--- config.mk ---
export PLATFORM = sky130hd
export DESIGN_NAME = button_event
export DESIGN_NICKNAME = d
export VERILOG_FILES = /design/src/rtl/numitron_pkg.sv /design/src/rtl/button_event.sv
export SDC_FILE = /design/constraint.sdc
export NUM_CORES = 1
export LEC_CHECK = 0
export BUFFER_PORTS_ARGS = -buffer_cell sky130_fd_sc_hd__buf_2
export CAP_MARGIN = 20
export CORE_AREA = 4 4 57 59
export DETAILED_ROUTE_END_ITERATION = 10
export DIE_AREA = 0 0 61 63
export SLEW_MARGIN = 20
export SYNTH_ARGS = -nofsm -noshare
export SYNTH_HDL_FRONTEND = slang
export SYNTH_SLANG_ARGS = --single-unit
--- constraint.sdc ---
create_clock -name clk -period 2.7 [get_ports clk]
set_clock_uncertainty 0.05 [all_clocks]
set_input_delay 0.135 -clock clk [delete_from_list [all_inputs] [get_ports clk]]
set_output_delay 0.135 -clock clk [all_outputs]
set_load 0.02 [all_outputs]
--- src/rtl/numitron_pkg.sv ---
// Shared definitions for the button event decoder: FSM state codes and
// the hold-counter width derivation.
package numitron_pkg;

   // Button event FSM states
   localparam logic [1:0] ST_WAIT_REL  = 2'd0;  // armed only after a low sample
   localparam logic [1:0] ST_IDLE      = 2'd1;  // released, waiting for a press
   localparam logic [1:0] ST_PRESSED   = 2'd2;  // held, below the long threshold
   localparam logic [1:0] ST_REPEATING = 2'd3;  // long press seen, auto-repeating

   // Hold counter must be able to represent LONG_CYCLES+REPEAT_CYCLES.
   function automatic int hold_cnt_width(input int long_cycles, input int repeat_cycles);
      return $clog2(long_cycles + repeat_cycles + 1);
   endfunction

endpackage

--- src/rtl/button_event.sv ---
// Button event decoder: turns a debounced button level into short-press,
// long-press and auto-repeat strobes. Sits directly after button_debounce.
// All outputs are registered; each strobe lasts exactly one cycle and at
// most one strobe is high in any cycle.
module button_event
   import numitron_pkg::*;
#(
   parameter int MIN_CYCLES    = 20,
   parameter int LONG_CYCLES   = 1000,
   parameter int REPEAT_CYCLES = 250
) (
   input  logic clk,
   input  logic rstn,
   input  logic btn_level,
   output logic short_pulse,
   output logic long_pulse,
   output logic repeat_pulse,
   output logic held
);

   localparam int CW = hold_cnt_width(LONG_CYCLES, REPEAT_CYCLES);

   localparam logic [CW-1:0] MIN_C   = CW'(MIN_CYCLES);
   localparam logic [CW-1:0] LONG_C  = CW'(LONG_CYCLES);
   localparam logic [CW-1:0] REP_C   = CW'(REPEAT_CYCLES);
   localparam logic [CW-1:0] SAT_C   = CW'(LONG_CYCLES + REPEAT_CYCLES);

   logic [1:0]    state;
   logic [CW-1:0] count;
   logic [CW-1:0] count_inc;

   // Saturating increment of the hold counter.
   always_comb begin
      count_inc = count;
      if (count != SAT_C) begin
         count_inc = count + 1'b1;
      end
   end

   // Press-tracking FSM with registered strobes and held flag.
   always_ff @(posedge clk) begin
      if (!rstn) begin
         state        <= ST_WAIT_REL;
         count        <= '0;
         short_pulse  <= 1'b0;
         long_pulse   <= 1'b0;
         repeat_pulse <= 1'b0;
         held         <= 1'b0;
      end else begin
         short_pulse  <= 1'b0;
         long_pulse   <= 1'b0;
         repeat_pulse <= 1'b0;
         case (state)
            ST_WAIT_REL: begin
               // A button held through reset must be released before it counts.
               if (!btn_level) begin
                  state <= ST_IDLE;
               end
            end
            ST_IDLE: begin
               if (btn_level) begin
                  state <= ST_PRESSED;
                  count <= CW'(1);
                  held  <= 1'b1;
               end
            end
            ST_PRESSED: begin
               if (btn_level) begin
                  if (count_inc == LONG_C) begin
                     long_pulse <= 1'b1;
                     state      <= ST_REPEATING;
                     count      <= '0;
                  end else begin
                     count <= count_inc;
                  end
               end else begin
                  // Releases shorter than MIN_CYCLES are treated as glitches.
                  if ((count >= MIN_C) && (count < LONG_C)) begin
                     short_pulse <= 1'b1;
                  end
                  state <= ST_IDLE;
                  count <= '0;
                  held  <= 1'b0;
               end
            end
            ST_REPEATING: begin
               if (btn_level) begin
                  if (count_inc == REP_C) begin
                     repeat_pulse <= 1'b1;
                     count        <= '0;
                  end else begin
                     count <= count_inc;
                  end
               end else begin
                  state <= ST_IDLE;
                  count <= '0;
                  held  <= 1'b0;
               end
            end
            default: begin
               state <= ST_WAIT_REL;
               count <= '0;
               held  <= 1'b0;
            end
         endcase
      end
   end

endmodule

# Yosys cells after proc, flatten, opt, wreduce, memory -nomap -nowiden

Index checks and enable logic that the tools add are counted.

Bits in writable memories: 0
Memories kept: 0
Register bits after elaboration: 17
Input port bits: 3
Latch bits: 0
Output and inout port bits: 4
Memory bits (read-only): 0

$mul: 0
Equality and inequality tests: 10
Divide/modulo/power cells: 0
Multiplexer cells: 18
Order comparisons: 2
Reductions and logical operators: 12
$add $sub $neg: 1
Bitwise gates (word level): 2
Shift operators: 0

Operators with widths:

| cell                                                                | number |
|---|---|
| two-way mux 11 bit                                                  | 6 |
| case mux 11 bit (3 select lines)                                    | 1 |
| AND reduction 3 bit                                                 | 4 |
| adder 11 x 1 -> 11 bit (second input constant)                      | 1 |
| equality test 11 x 10 -> 1 bit (second input constant)              | 1 |
| equality test 11 x 8 -> 1 bit (second input constant)               | 1 |
| greater-or-equal comparator 11 x 5 -> 1 bit (second input constant) | 1 |
| < comparator 11 x 10 -> 1 bit (second input constant)               | 1 |
| inequality test 11 bit (second input constant)                      | 1 |
| two-way mux 2 bit                                                   | 4 |
| inequality test 2 bit (second input constant)                       | 3 |
| case mux 2 bit (3 select lines)                                     | 1 |
| two-way mux 1 bit                                                   | 5 |
| equality test 2 bit (second input constant)                         | 2 |
| OR reduction 2 bit                                                  | 2 |
| inequality test 3 bit (second input constant)                       | 1 |
| nonzero test 3 bit                                                  | 1 |
| OR reduction 3 bit                                                  | 1 |
| equality test 2 x 1 -> 1 bit (second input constant)                | 1 |
| zero test 2 bit                                                     | 1 |
| NOT 1 bit                                                           | 2 |
| case mux 1 bit (2 select lines)                                     | 1 |
| AND reduction 2 bit                                                 | 1 |
| nonzero test 2 bit                                                  | 1 |
| logical AND 1 bit                                                   | 1 |

# Logic depth before layout (Yosys ltp)

Gate-level depths: netlist (run 1).

Depth after elaboration: 6
Depth in mapped cells: 11
Gate-level depth less buffers: 10

# Least setup slack after synthesis (run 1)

OpenSTA, ideal clock, no wires.

Path type: register -> register
From: reg count[1]
To: reg count[3]
Arrival time: 2.293 ns
Stages on the path, launching flop included: 10
Setup time: 0.117 ns
Buffers on the path: 1
Setup slack: 0.241 ns
Cells stage by stage: dfxtp_1 -> ha_1 -> buf_2 -> or3b_1 -> o211ai_1 -> nand2_1 -> o311ai_4 -> nand2_2 -> a31o_1 -> a22o_1

Cells in the longest elaborated chain, start to end: 6

RTL lines:

| element                                                                                | line                                   | text |
|---|---|---|
| start, declared                                                                        | button_event.sv:29                     | `logic [CW-1:0] count;` |
| start signal, assigned                                                                 | button_event.sv:74                     | `count <= count_inc;` |
| start signal, assigned                                                                 | button_event.sv:92                     | `count <= count_inc;` |
| adder 11 x 1 -> 11 bit / inequality test 11 bit (equally long branches)                | button_event.sv:36, button_event.sv:35 |  |
| two-way mux 11 bit *                                                                   | button_event.sv:35                     | `if (count != SAT_C) begin` |
| equality test 11 x 8 -> 1 bit / equality test 11 x 10 -> 1 bit (equally long branches) | button_event.sv:88, button_event.sv:69 |  |
| two-way mux 11 bit (on tied branches)                                                  | button_event.sv:88, button_event.sv:69 |  |
| two-way mux 11 bit (on tied branches)                                                  | button_event.sv:87, button_event.sv:68 |  |
| case mux 11 bit (3 select lines) *                                                     | button_event.sv:53                     | `case (state)` |

Mark *: on every way between the ends. The rest lies on a longest branch, timed or not.
A chain may end at the register's enable or synchronous reset.

# Worst setup path in the final report (run 1)

From: reg count[3]
To: reg count[3]

Same word-level chain as after synthesis.

==> metrics.txt, run 1 <==
outcome complete, no violations; most common cell after layout, fill and taps aside dfxtp_1; hold_buf cts 0; grt ovf 0; Fmax 392 MHz; Root Driver clkbuf_4; Die Y 63 um; vias per cell 6.43; clk buf depth 2; sequential share of the synthesized area 26.1%; final cell count without fillers 198; Worst Path Required 2.87 ns; Lkg Pwr 0.526 nW; Reg-to-Reg Start count[3]$_SDFFE_PN0P_; Clk Latency, worst-skew pair 0.31 ns; CP Launch Point count[3]$_SDFFE_PN0P_; Ports 7; vias in the first global route 1229; CTS tree yes; Slew @ Worst Pin 0.517 ns; Tcrit/Tclk final 94.5%; post-placement cell count 193; CP endpoint count[3]$_SDFFE_PN0P_; async set or reset register ratio after synthesis 0%; synthesized netlist cell count 163; Max-Cap Viols 0; CTS buffer count 3; Final Hold Viols 0; Final ANT Viol Nets 0; fin. max-slew vios 0; Hold Crit Class in2reg; drt first pass iters 4; Port Buf Inserts 6; core box area 2710 um2; Yosys cell types 47; cell family with most CP delay simple AND/OR/NAND/NOR gates; Clock Sinks 17; first-pass GRT wire length 5.69 mm; syn avg cell area 8.00 um2; Crit path arrival time 2.72 ns; GP Congestion 0.920; Reg area 340 um2; NumNets Final 179; Ys Warns 0; Die Area 3840 um2; CTS clock-pin slew for the worst setup and hold paths 0.12 ns; Worst path depth 8; reg-to-reg endpoint count[3]$_SDFFE_PN0P_; starting density of the core 48.1%; DRC 0; Primary FF master, synth dfxtp_1; vias 1274; crit-path max FO 12; CP Cell Sequence or4_4 > nor3_4 > xnor2_1 > nand4_2 > o311ai_4 > nand2_2 > a31o_1 > a22o_1; largest net degree at the start of global routing 14; WS Path Type reg2reg; Avg WL per Cell 16.8 um; Die X 61 um; fill count 288; DR iter-0 viols 61; Slew headroom 65.2%; All-Layer GR Usage 19.1%; Post-synth EDFFs 0; initial antenna violation count 0; Worst IR Drop VDD 0.475 mV; slowest cell delay on critical path 0.47 ns; most frequent cells in the layout dfxtp_1, nand3_1, nand2_1; diodes inserted 0; min Tclk post-route 2.55 ns; dpl ws 0.121 ns; Reg2Reg Depth 8; area grow syn2layout 7.29%; drt total wl 3.32 mm; row count 19; RSZ-0062 raised after global routing yes; WP buf/inv 0; H-tree depth 1; Critical Path End Type flop; Mapped Nets 174; Setup Viol. Count Final 0; layout cells sized above 1 16.8%; CP startpoint kind flop; Detail Placement HPWL 2.39 mm; final setup margin 0.148 ns; multi-input logic area 865 um2; CP max-delay cell or4_4; register bit total from synthesis 17; reg2reg setup slack 0.15 ns; Post-Syn Area 1300 um2; Pwr Density 592 nW/um2
==> worst register-to-register path: stages (launching register included) <==
cell and delay, ns:
dfxtp_1 0.44, or4_4 0.47, nor3_4 0.25, xnor2_1 0.16, nand4_2 0.16, o311ai_4 0.37, nand2_2 0.13, a31o_1 0.22
a22o_1 0.21
==> power by group <==
part	internal, mW	total [mW]	switching [mW]
registers	0.279	0.300	0.0207
logic	0.148	0.377	0.230
clock network	0.0554	0.151	0.0957
==> synthesized netlist by cell type (2+ instances only) <==
cell | number | area, um2
dfxtp_1 | 17 | 340
buf_4 | 2 | 15.0
nor2_1 | 7 | 26.3
o22ai_1 | 2 | 12.5
nor2b_1 | 4 | 25.0
nor3_1 | 4 | 20.0
clkbuf_1 | 7 | 26.3
a22o_1 | 4 | 35.0
xnor2_1 | 2 | 17.5
and3_1 | 2 | 12.5
inv_1 | 8 | 30.0
nand4_1 | 6 | 37.5
nor4_1 | 2 | 12.5
ha_1 | 8 | 100
o21ai_0 | 5 | 25.0
mux2i_1 | 4 | 40.0
o211ai_1 | 3 | 22.5
nor4b_1 | 2 | 17.5
xor2_1 | 2 | 17.5
a21oi_1 | 7 | 35.0
a31oi_1 | 6 | 37.5
nand3_1 | 14 | 70.1
nand2_1 | 13 | 48.8
nand3b_1 | 3 | 22.5
o2111ai_1 | 2 | 17.5
buf_2 | 6 | 30.0
==> flip-flops by register name, summed over array words and instances, names as in the netlist <==
name          count
count            11
held              1
long_pulse        1
repeat_pulse      1
short_pulse       1
state             2
==> worst min path at each step <==
stage | startpoint | end | slack (ns) | cells past startpoint
floorplan | rstn | count[1]$_SDFFE_PN0P_ | 0.32 | 2
global placement | held$_SDFFE_PN0P_ | held$_SDFFE_PN0P_ | 0.41 | 2
finish | rstn | count[2]$_SDFFE_PN0P_ | 0.12 | 3
global route | rstn | count[2]$_SDFFE_PN0P_ | 0.13 | 3
CTS | rstn | count[2]$_SDFFE_PN0P_ | 0.12 | 3
detailed placement | held$_SDFFE_PN0P_ | held$_SDFFE_PN0P_ | 0.42 | 2
==> layout make-up <==
cell class,instances,share of cell area [%]
Clock buffer,3,1.61
Multi-Input combinational cell,123,61.8
Timing Repair Buffer,15,6.98
Inverter,8,2.15
Sequential cell,17,24.3
Tap cell,31,2.77
Clock inverter,1,0.358
==> what timing repair did <==
| action | CTS | global route |
|---|---|---|
| gates resized for setup | 0 | 1 |
| buffers inserted | 0 | 1 |
| setup endpoints to repair | 0 | 5 |
==> cell families (layout without fill, tap and decap cells) <==
kind of cell               count (synthesis)  after routing  share of synthesized area, %
muxes                                      4              4                          3.07
and+or+nand+nor                           69             69                          30.5
AOI/OAI and AO/OA                         38             38                          22.2
xor gates and xnor gates                   4              4                          2.69
adders and majority gates                  8              8                          7.68
buffers and inverters                     23             27                          7.77
DFF                                       17             17                          26.1
==> through the flow <==
step	power [mW]	cell area, um2	TNS [ns]	util, %	hold slack, ns
floorplan	0.595	1300	0	-	0.319
global placement	0.668	1360	0	50.2	0.414
detailed placement	0.679	1360	0	50.2	0.425
CTS	0.829	1390	0	51.2	0.118
global route	0.898	1400	-0.00640	51.6	0.132
finish	0.828	1400	0	51.6	0.121
==> per-layer routing <==
| metal | vias up | global-route usage [%] | part of all wire (%) | routed length (um) |
|---|---|---|---|---|
| li1 | 613 | - | - | - |
| met1 | 608 | 24.4 | 44 | 1470 |
| met2 | 46 | 29.7 | 47 | 1560 |
| met3 | 7 | 5.17 | 6.6 | 219 |
| met4 | 0 | 7.59 | 2.2 | 73 |
| met5 | - | 0 | 0 | 0 |
Note: power is estimated with default switching activity, not from simulation.
==> inputs of run 2 (changes only) <==
Settings changed: PLACE_DENSITY set to 0.67.
Clock period 2.7 ns to 2.2 ns, I/O delays scaled along.
==> run 2 against run 1 <==
The run now ends with setup timing left. Die area unchanged. Worst hold slack got worse by 0.018 ns. Flip-flop and latch count unchanged. Cell count grew 17%. Non-clock buffer count up 33. Critical endpoint is now count[1]$_SDFFE_PN0P_. Largest cell class unchanged. Highest routed layer unchanged.
==> metrics.txt, run 2 (same netlist as run 1, synthesis figures left out) <==
outcome complete, but fails checks; violated checks setup timing; Fmax 412 MHz; Die Area 3840 um2; Total Power 1.19 mW; Slew headroom 69.7%; Lkg Pwr 0.732 nW; starting density of the core 48.1%; DR iter-0 viols 70; max reg flops 11; Worst IR Drop VDD 0.792 mV; Avg WL per Cell 18.0 um; Worst Path Required 2.35 ns; Tcrit/Tclk final 110%; Pwr Density 663 nW/um2; most common cell after layout, fill and taps aside buf_4; min Tclk post-route 2.43 ns; row count 19; Biggest register count; CTS clock-pin slew for the worst setup and hold paths 0.13 ns; CTS tree yes; grt ovf 0; final core utilization 66.2%; vias in the first global route 1396; Critical Path End Type flop; final setup margin -0.225 ns; Reg2Reg Depth 9; Die Y 63 um; most frequent cells in the layout buf_4, dfxtp_1, nand3_1, nand2_1; Root Driver clkbuf_4; area grow syn2layout 37.6%; drt first pass iters 5; CTS buffer count 3; layout cells sized above 1 43.0%; Final ANT Viol Nets 0; Clk Latency, worst-skew pair 0.33 ns; diodes inserted 0; hold path cells 3; core box area 2710 um2; Port Buf Inserts 6; Ports 7; RSZ-0062 raised after global routing yes; Die X 61 um; vias 1437; largest registers count: 11 flops, state: 2 flops; Setup Viol. Count Final 10; Final Hold Viols 0; Detail Placement HPWL 2.60 mm; hold_buf cts 0; Crit path arrival time 2.58 ns; Max-Cap Viols 0; crit-path max FO 5; Slew @ Worst Pin 0.448 ns; initial antenna violation count 0; NumNets Final 212; Hold Crit Class in2reg; vias per cell 6.22; H-tree depth 1; Clock Sinks 17; drt total wl 4.15 mm; fin. max-slew vios 0; CP startpoint kind flop; largest net degree at the start of global routing 14; All-Layer GR Usage 22.5%; DRC 0; clk buf depth 2; WS Path Type reg2reg; GP Congestion 0.928; first-pass GRT wire length 6.53 mm
## run 2: changes by cell type in the layout (fill, tap and decap cells not counted), sizes merged
cell,change
buf,+33
## run 2: final timing paths
| kind | slack (ns) | startpoint | to |
|---|---|---|---|
| max | -0.23 | count[1]$_SDFFE_PN0P_ | count[1]$_SDFFE_PN0P_ |
| min | 0.10 | btn_level | long_pulse$_SDFF_PN0_ |
| min reg2reg | 0.46 | held$_SDFFE_PN0P_ | held$_SDFFE_PN0P_ |
| max reg2reg | -0.23 | count[1]$_SDFFE_PN0P_ | count[1]$_SDFFE_PN0P_ |
## run 2: what timing repair did
| item | in CTS | in global routing |
|---|---|---|
| pin swaps | 14 | 12 |
| resized for setup | 13 | 17 |
| setup endpoints to repair | 10 | 12 |
| buffers inserted | 6 | 3 |
## run 2: report_power, final
| part | switching, mW | internal (mW) |
|---|---|---|
| Clock | 0.127 | 0.0684 |
| Combinational | 0.358 | 0.261 |
| Sequential | 0.0309 | 0.344 |
## run 2: critical path: stages (launching register included)
cell and delay, ns:
dfxtp_4 0.37, ha_4 0.17, or3b_1 0.36, o211ai_1 0.28, nand2_1 0.18, o311ai_4 0.37, nand2_2 0.11, buf_6 0.16
a32oi_2 0.21, nor2_1 0.05
## run 2: metal layers
| layer | wire (um) | track usage [%] |
|---|---|---|
| met1 | 1590 | 28.0 |
| met2 | 2160 | 35.6 |
| met3 | 247 | 3.51 |
| met4 | 159 | 12.5 |
| met5 | 0 | 0 |
## run 2: final cells by class
| class | instances | area (um2) |
|---|---|---|
| Fill cell | 233 | 916 |
| Multi-Input combinational cell | 123 | 993 |
| Timing Repair Buffer | 48 | 357 |
| Clock buffer | 3 | 22.5 |
| Tap cell | 31 | 38.8 |
| Clock inverter | 1 | 5.00 |
| Sequential cell | 17 | 348 |
| Inverter | 8 | 30.0 |
## run 2: stage by stage
stage / hold slack (ns) / worst slack (ns) / cell area [um2] / setup TNS, ns / cells
global route: 0.110 / -0.322 / 1790 / -2.60 / 231
global placement: 0.413 / -0.148 / 1550 / -1.03 / 218
detailed placement: 0.426 / -0.203 / 1550 / -1.60 / 218
floorplan: 0.294 / -0.206 / 1310 / -0.485 / 163
finish: 0.103 / -0.225 / 1790 / -1.49 / 231
CTS: 0.0846 / -0.141 / 1680 / -0.856 / 228
==> inputs of run 3 (changes only) <==
Settings changed: PLACE_DENSITY 0.67 to 0.72.
Clock period 2.2 ns to 2.7 ns, I/O delays scaled along.
==> run 3 against run 2 <==
The run now ends clean. Power decreased by 32%. Combinational power decreased by 42%. Critical path type unchanged. Critical path depth decreased by 1. Worst hold slack improved by 0.058 ns. Routed wire length decreased by 26%. Cell count decreased by 15%. Sequential share of layout area increased by 5.0 points. Global-route usage decreased by 4.7 points. Utilization decreased by 14 points.
==> metrics.txt, run 3 (same netlist as run 1, synthesis figures left out) <==
most common cell after layout, fill and taps aside dfxtp_1; Setup Viol. Count Final 0; CP startpoint kind flop; vias 1203; fill count 262; Clk Latency, worst-skew pair 0.29 ns; CP Cell Sequence ha_4 > or3b_1 > o211ai_1 > nand2_2 > o311ai_4 > nand2_2 > a31o_1 > a22o_1; Slew headroom 67.9%; All-Layer GR Usage 17.8%; GP Congestion 0.882; Top cell by count, worst path nand2_2; Ports 7; Clock Sinks 17; row count 19; Worst Path Required 2.84 ns; Post-CTS Setup Inserts 0; post-cts gate resize count 0; Die X 61 um; Max-Cap Viols 0; CP max-delay cell dfxtp_1; drt first pass iters 4; Fin Setup TNS 0 ns; diodes inserted 0; Critical Path End Type flop; H-tree depth 1; Final Hold Viols 0; Worst IR Drop VDD 0.721 mV; hold_buf cts 0; Fmax 392 MHz; grt ovf 0; most frequent cells in the layout dfxtp_1, nand3_1, nand2_1; fin. max-slew vios 0; drt total wl 3.06 mm; Port Buf Inserts 6; Root Driver clkbuf_4; WS Path Type reg2reg; Biggest register count; first-pass GRT wire length 5.38 mm; starting density of the core 48.1%; largest registers count: 11 flops, state: 2 flops; outcome complete, no violations; Die Y 63 um; Tcrit/Tclk final 94.4%; Hold Crit Class in2reg; Detail Placement HPWL 2.24 mm; CTS buffer count 3; area grow syn2layout 7.77%; layout cells sized above 1 17.5%; dpl ws 0.0458 ns; DRC 0; worst hold slack 0.161 ns; DR iter-0 viols 72; vias per cell 6.11; Avg WL per Cell 15.5 um; slowest cell delay on critical path 0.39 ns; crit-path max FO 11; initial antenna violation count 0; Slew @ Worst Pin 0.477 ns; CTS tree yes; RSZ-0062 raised after global routing no; largest net degree at the start of global routing 14; clk buf depth 2; vias in the first global route 1126; max reg flops 11; Lkg Pwr 0.524 nW; Pwr Density 574 nW/um2; Final ANT Viol Nets 0; final setup margin 0.151 ns; min Tclk post-route 2.55 ns; reg2reg setup slack 0.15 ns; NumNets Final 178; Crit path arrival time 2.69 ns; Die Area 3840 um2; CTS clock-pin slew for the worst setup and hold paths 0.10 ns; core box area 2710 um2
## run 3: final cells by class
class | instances | area (um2) | area share [%]
multi-input cells | 123 | 877 | 62.4
flip-flops and latches | 17 | 343 | 24.4
repair buffers | 14 | 90.1 | 6.41
well taps | 31 | 38.8 | 2.76
inverters | 8 | 30.0 | 2.14
clock buffers | 4 | 26.3 | 1.87
## run 3: stage by stage
stage / instance area (um2) / util [%] / total power, mW / instances
after floorplan: 1300 / - / 0.595 / 163
after global placement: 1360 / 50.2 / 0.660 / 193
after detailed placement: 1360 / 50.2 / 0.668 / 193
after CTS: 1390 / 51.2 / 0.802 / 197
after global routing: 1410 / 51.8 / 0.878 / 197
final: 1410 / 51.8 / 0.806 / 197
## run 3: worst max-delay path, delay by kind of cell, from the launching register on
kind	cells	cell delay [ns]
AND/OR/NAND/NOR	3	0.67
AO/OA/AOI/OAI	4	1.12
flip-flops	1	0.39
adder cells (fa/ha/maj)	1	0.23
## run 3: per-layer routing
layer / part of all wire, % / vias up / track usage, % / wire, um
met3: 5.6 / 2 / 4.55 / 172
met5: 0 / - / 0 / 0
met2: 47 / 33 / 26.5 / 1450
li1: - / 607 / - / -
met1: 46 / 561 / 25.9 / 1420
met4: 0.46 / 0 / 2.98 / 14
## run 3: report_power, final
| part | internal [mW] | leakage (nW) | switching [mW] |
|---|---|---|---|
| logic | 0.142 | 0.370 | 0.217 |
| registers | 0.279 | 0.139 | 0.0324 |
| clock network | 0.0575 | 0.0150 | 0.0779 |
| total | 0.479 | 0.524 | 0.327 |
## run 3: path summary, 6_finish.rpt
path,start,endpoint,cells past startpoint
worst max-delay path,count[0]$_SDFFE_PN0P_,count[3]$_SDFFE_PN0P_,8
worst min-delay path,rstn,count[2]$_SDFFE_PN0P_,3
worst max register to register,count[0]$_SDFFE_PN0P_,count[3]$_SDFFE_PN0P_,8
worst min register to register,held$_SDFFE_PN0P_,held$_SDFFE_PN0P_,2
